## config.mk

```make
export PLATFORM = sky130hd
export DESIGN_NAME = pipe_reg_de
export DESIGN_NICKNAME = d
export VERILOG_FILES = /design/src/rtl/pipe_reg_de.sv
export SDC_FILE = /design/constraint.sdc
export NUM_CORES = 1
export LEC_CHECK = 0
export BUFFER_PORTS_ARGS = -buffer_cell sky130_fd_sc_hd__buf_2
export CORE_AREA = 2 2 161 163
export DETAILED_ROUTE_END_ITERATION = 10
export DIE_AREA = 0 0 163 165
export SYNTH_ARGS = -nofsm -noshare
export SYNTH_HDL_FRONTEND = slang
export SYNTH_SLANG_ARGS = --single-unit
```

## constraint.sdc

```tcl
create_clock -name clk -period 9.3 [get_ports clk]
set_clock_uncertainty 0.05 [all_clocks]
set_input_delay 1.86 -clock clk [delete_from_list [all_inputs] [get_ports clk]]
set_output_delay 1.86 -clock clk [all_outputs]
set_load 0.01 [all_outputs]
```

## src/rtl/pipe_reg_de.sv

```systemverilog
// Decode-to-execute pipeline register with stall/flush handling and a
// free-running bubble counter for performance debug.
module pipe_reg_de #(
  parameter int WIDTH = 32
) (
  input  logic             clk,
  input  logic             rst,
  input  logic             stall_E,
  input  logic             flush_E,
  input  logic             valid_D,
  input  logic             regWrite_D,
  input  logic             jump_D,
  input  logic             branch_D,
  input  logic             ALUsrc_D,
  input  logic             jalr_D,
  input  logic             lui_D,
  input  logic             load_extend_s_D,
  input  logic [1:0]       resultSrc_D,
  input  logic [3:0]       ALUctrl_D,
  input  logic [2:0]       R_size_D,
  input  logic [2:0]       DMem_size_D,
  input  logic [4:0]       Rd_D,
  input  logic [4:0]       Rs1_D,
  input  logic [4:0]       Rs2_D,
  input  logic [WIDTH-1:0] RD1_D,
  input  logic [WIDTH-1:0] RD2_D,
  input  logic [WIDTH-1:0] ImmExt_D,
  input  logic [WIDTH-1:0] PC_D,
  input  logic [WIDTH-1:0] PCPlus4_D,
  output logic             valid_E,
  output logic             regWrite_E,
  output logic             jump_E,
  output logic             branch_E,
  output logic             ALUsrc_E,
  output logic             jalr_E,
  output logic             lui_E,
  output logic             load_extend_s_E,
  output logic [1:0]       resultSrc_E,
  output logic [3:0]       ALUctrl_E,
  output logic [2:0]       R_size_E,
  output logic [2:0]       DMem_size_E,
  output logic [4:0]       Rd_E,
  output logic [4:0]       Rs1_E,
  output logic [4:0]       Rs2_E,
  output logic [WIDTH-1:0] RD1_E,
  output logic [WIDTH-1:0] RD2_E,
  output logic [WIDTH-1:0] ImmExt_E,
  output logic [WIDTH-1:0] PC_E,
  output logic [WIDTH-1:0] PCPlus4_E,
  output logic [15:0]      bubble_cnt
);

  localparam int BUS_W = 35 + 5 * WIDTH;

  logic [BUS_W-1:0] bus_D;
  logic [BUS_W-1:0] bus_p0;

  assign bus_D = {valid_D, regWrite_D, jump_D, branch_D, ALUsrc_D, jalr_D, lui_D,
                  load_extend_s_D, resultSrc_D, ALUctrl_D, R_size_D, DMem_size_D,
                  Rd_D, Rs1_D, Rs2_D, RD1_D, RD2_D, ImmExt_D, PC_D, PCPlus4_D};

  // Stage boundary D -> E; flush outranks stall so a taken branch can kill a
  // load-use-stalled instruction. The all-zero bubble keeps Rd_E = 0.
  always_ff @(posedge clk or posedge rst) begin
    if (rst) begin
      bus_p0     <= '0;
      bubble_cnt <= '0;
    end else if (flush_E) begin
      bus_p0     <= '0;
      bubble_cnt <= bubble_cnt + 16'd1;
    end else if (!stall_E) begin
      bus_p0     <= bus_D;
    end
  end

  assign {valid_E, regWrite_E, jump_E, branch_E, ALUsrc_E, jalr_E, lui_E,
          load_extend_s_E, resultSrc_E, ALUctrl_E, R_size_E, DMem_size_E,
          Rd_E, Rs1_E, Rs2_E, RD1_E, RD2_E, ImmExt_E, PC_E, PCPlus4_E} = bus_p0;

endmodule

```

==> results.yml <==
worst_setup_path:
  crit_arrival_ns: 3.91
  startpoint_type: "input port"
  r2r_cells: 5
  end_kind: "register"
  crit_required_ns: 9.63
  path_class: "input port to register"
  crit_fanout: 105
  r2r-start: "bubble_cnt[0]$_DFFE_PP0P_"
  reg2reg_to: "bubble_cnt[10]$_DFFE_PP0P_"
  worst-r2r-setup-slack_ns: 7.62
grt:
  grt_max_degree: 137
  antenna_found_initial: 1
  grt_first_pass_wirelength_mm: 33.78
  gr-usage-all-layers_pct: 15.61
  grt_pass1_vias: 6413
  grt_overflow: 0
clocking:
  hold_buffers: 0
  post_cts_buffers: 0
  cts_buffer_depth: 3
  clk_pin_slew_ns: 0.06
  clkLatencyLatePin_ns: 0.49
  root_buffer: "clkbuf_16"
  cts_inserted_buffers: 23
  cts_max_level: 1
  ctsResizeCount: 0
  numClockSinks: 211
  cts_tree: "yes"
sta:
  finalCritPeriodShare_pct: 38.50
  hold_violations: 0
  worstMarginPinSlew_ns: 1.043
  timing.final.max_slew_violations: 0
  rsz0062_at_grt: "false"
  period_minus_slack_ns: 3.580
  setup_slack_ns: 5.720
  max_clock_freq_mhz: 279.3
  relSlewSlack_pct: 30.46
  setup_violations: 0
  fin_setup_tns_ns: 0
die:
  start_util_pct: 34.01
  die_w_um: 163
  rows: 58
  ios: 410
  die_h_um: 165
  dieArea_um2: 26900
  design.core.area_um2: 25040
routing:
  drcViolationCount: 0
  via_per_inst: 4.500
  wl_met3_mm: 2.219
  highest_layer: "met4"
  ant_nets: 0
  drtPass1Iterations: 4
  route.vias.total: 6404
  wl_per_cell_um: 15.58
  wirelength_mm: 22.18
  wl_met2_mm: 10.55
  met1Wirelength_mm: 8.912
  dr.first_iter.drc_count: 358
pwr:
  p_int_w: 0.001699
  power_frac_clock_pct: 41.1
  power.leakage_nw: 6.672
  p_switching_w: 0.0005773
  seqPwrFrac_pct: 45.3
  vdd_drop_max_v: 0.0001140
  p_comb_share_pct: 13.6
  powerDensity_nw_per_um2: 196.8
  swShare_pct: 25.36
synthesis:
  synth_seq_cells: 211
  syn_avg_cell_area_um2: 12.43
  syn-num-nets: 885
  syn_inst: 685
  synthesis.area_um2: 8514
  ys_warn_count: 0
  synth-seq-area-share_pct: 62.01
  ys_types: 20
finish:
  instances_no_fill: 1423
  final_util_pct: 46.22
  nets: 1278
  layout_commonest_cell: "buf_2"
  drive_gt1_share_pct: 41.58
  area_growth_pct: 35.90
  final_cell_mix: "buf_2 (407), dfrtp_1 (211), nor2_1 (197), mux2i_1 (195), clkbuf_16 (23)"
placement:
  pre_cts_ws_ns: 5.215
  numPortBuffers: 409
  dpl.hpwl_mm: 15.19
  place_inst: 1383
  gp_congestion: 0.7792
hold_path:
  hold_end: "bubble_cnt[15]$_DFFE_PP0P_"
  hold_depth: 1
  hold_class: "register to register"
  worstHoldStart: "bubble_cnt[15]$_DFFE_PP0P_"
run_status:
  status: "completed"
flow_run:
  cap_violations: 0
final cells by class:
cell class	instances	area, µm²
Antenna cell	1	2.502
Clock buffer	34	706.9
Clock inverter	5	77.57
Fill cell	2365	13470
Inverter	2	15.01
Multi-Input combinational cell	428	2978
Sequential cell	211	5280
Tap cell	330	412.9
Timing Repair Buffer	412	2098
cells in the mapped netlist:
cell type | instances | area, µm²
dfrtp_1 | 211 | 5280
nor2_1 | 197 | 739.5
mux2i_1 | 195 | 1952
buf_2 | 19 | 95.09
buf_4 | 16 | 120.1
xnor2_1 | 11 | 96.34
clkbuf_1 | 7 | 26.28
nand2_1 | 5 | 18.77
nand3_1 | 5 | 25.02
xor2_1 | 4 | 35.03
nand4_1 | 3 | 18.77
and3_1 | 2 | 12.51
buf_1 | 2 | 7.510
inv_1 | 2 | 7.510
and4_1 | 1 | 8.760
ha_1 | 1 | 12.51
mux2_2 | 1 | 11.26
nand4_4 | 1 | 21.27
nor3_2 | 1 | 10.01
nor3_4 | 1 | 16.27
routing by layer:
metal	GRT usage, %	vias to the layer above
met5	0	-
met1	19.32	3019
li1	-	3054
met2	25.77	289
met4	5.028	0
met3	5.249	42
power groups by stage:
| stage | sequential (W) | combinational (W) | clock [W] |
|---|---|---|---|
| final | 0.00103 | 0.000309 | 0.000935 |
| after global routing | 0.00104 | 0.000343 | 0.00101 |
| after CTS | 0.00103 | 0.000317 | 0.000967 |
| after detailed placement | 0.00105 | 0.000317 | 0 |
| after global placement | 0.00105 | 0.000313 | 0 |
| after floorplan | 0.00107 | 0.000145 | 0 |
state kept, by name, summed over array words and instances, names as in the netlist:
register,cells
bus_p0,195
bubble_cnt,16
logic make-up (layout without fill, tap and decap cells):
| logic type | count (synthesis) | in the layout | share of synthesized area (%) |
|---|---|---|---|
| DFF | 211 | 211 | 62.01 |
| xor gates and xnor gates | 15 | 15 | 1.543 |
| and+or+nand+nor | 216 | 216 | 10.23 |
| buffers and inverters | 46 | 453 | 3.013 |
| muxes | 196 | 196 | 23.06 |
| other | 0 | 1 | 0 |
| adders and majority gates | 1 | 1 | 0.1469 |
worst max path at each step:
stage,startpoint,end,cells past startpoint
global route,flush_E,bubble_cnt[1]$_DFFE_PP0P_,3
global placement,flush_E,bubble_cnt[1]$_DFFE_PP0P_,3
floorplan,rst,bubble_cnt[0]$_DFFE_PP0P_,1
finish,flush_E,bubble_cnt[1]$_DFFE_PP0P_,3
detailed placement,flush_E,bubble_cnt[1]$_DFFE_PP0P_,3
CTS,flush_E,bubble_cnt[1]$_DFFE_PP0P_,3
worst max-delay path: stages:
cell	delay, ns
buf_6	0.55
buf_4	0.92
mux2_2	0.41
metrics by stage:
step	area, µm²	hold WS, ns	total power (W)
floorplan	8514	0.4578	0.001218
detailed placement	10780	0.4130	0.001364
global placement	10780	0.4105	0.001360
global route	11570	0.4546	0.002394
CTS	11570	0.4353	0.002316
finish	11570	0.4322	0.002277
Note: power is estimated with default switching activity, not from simulation.
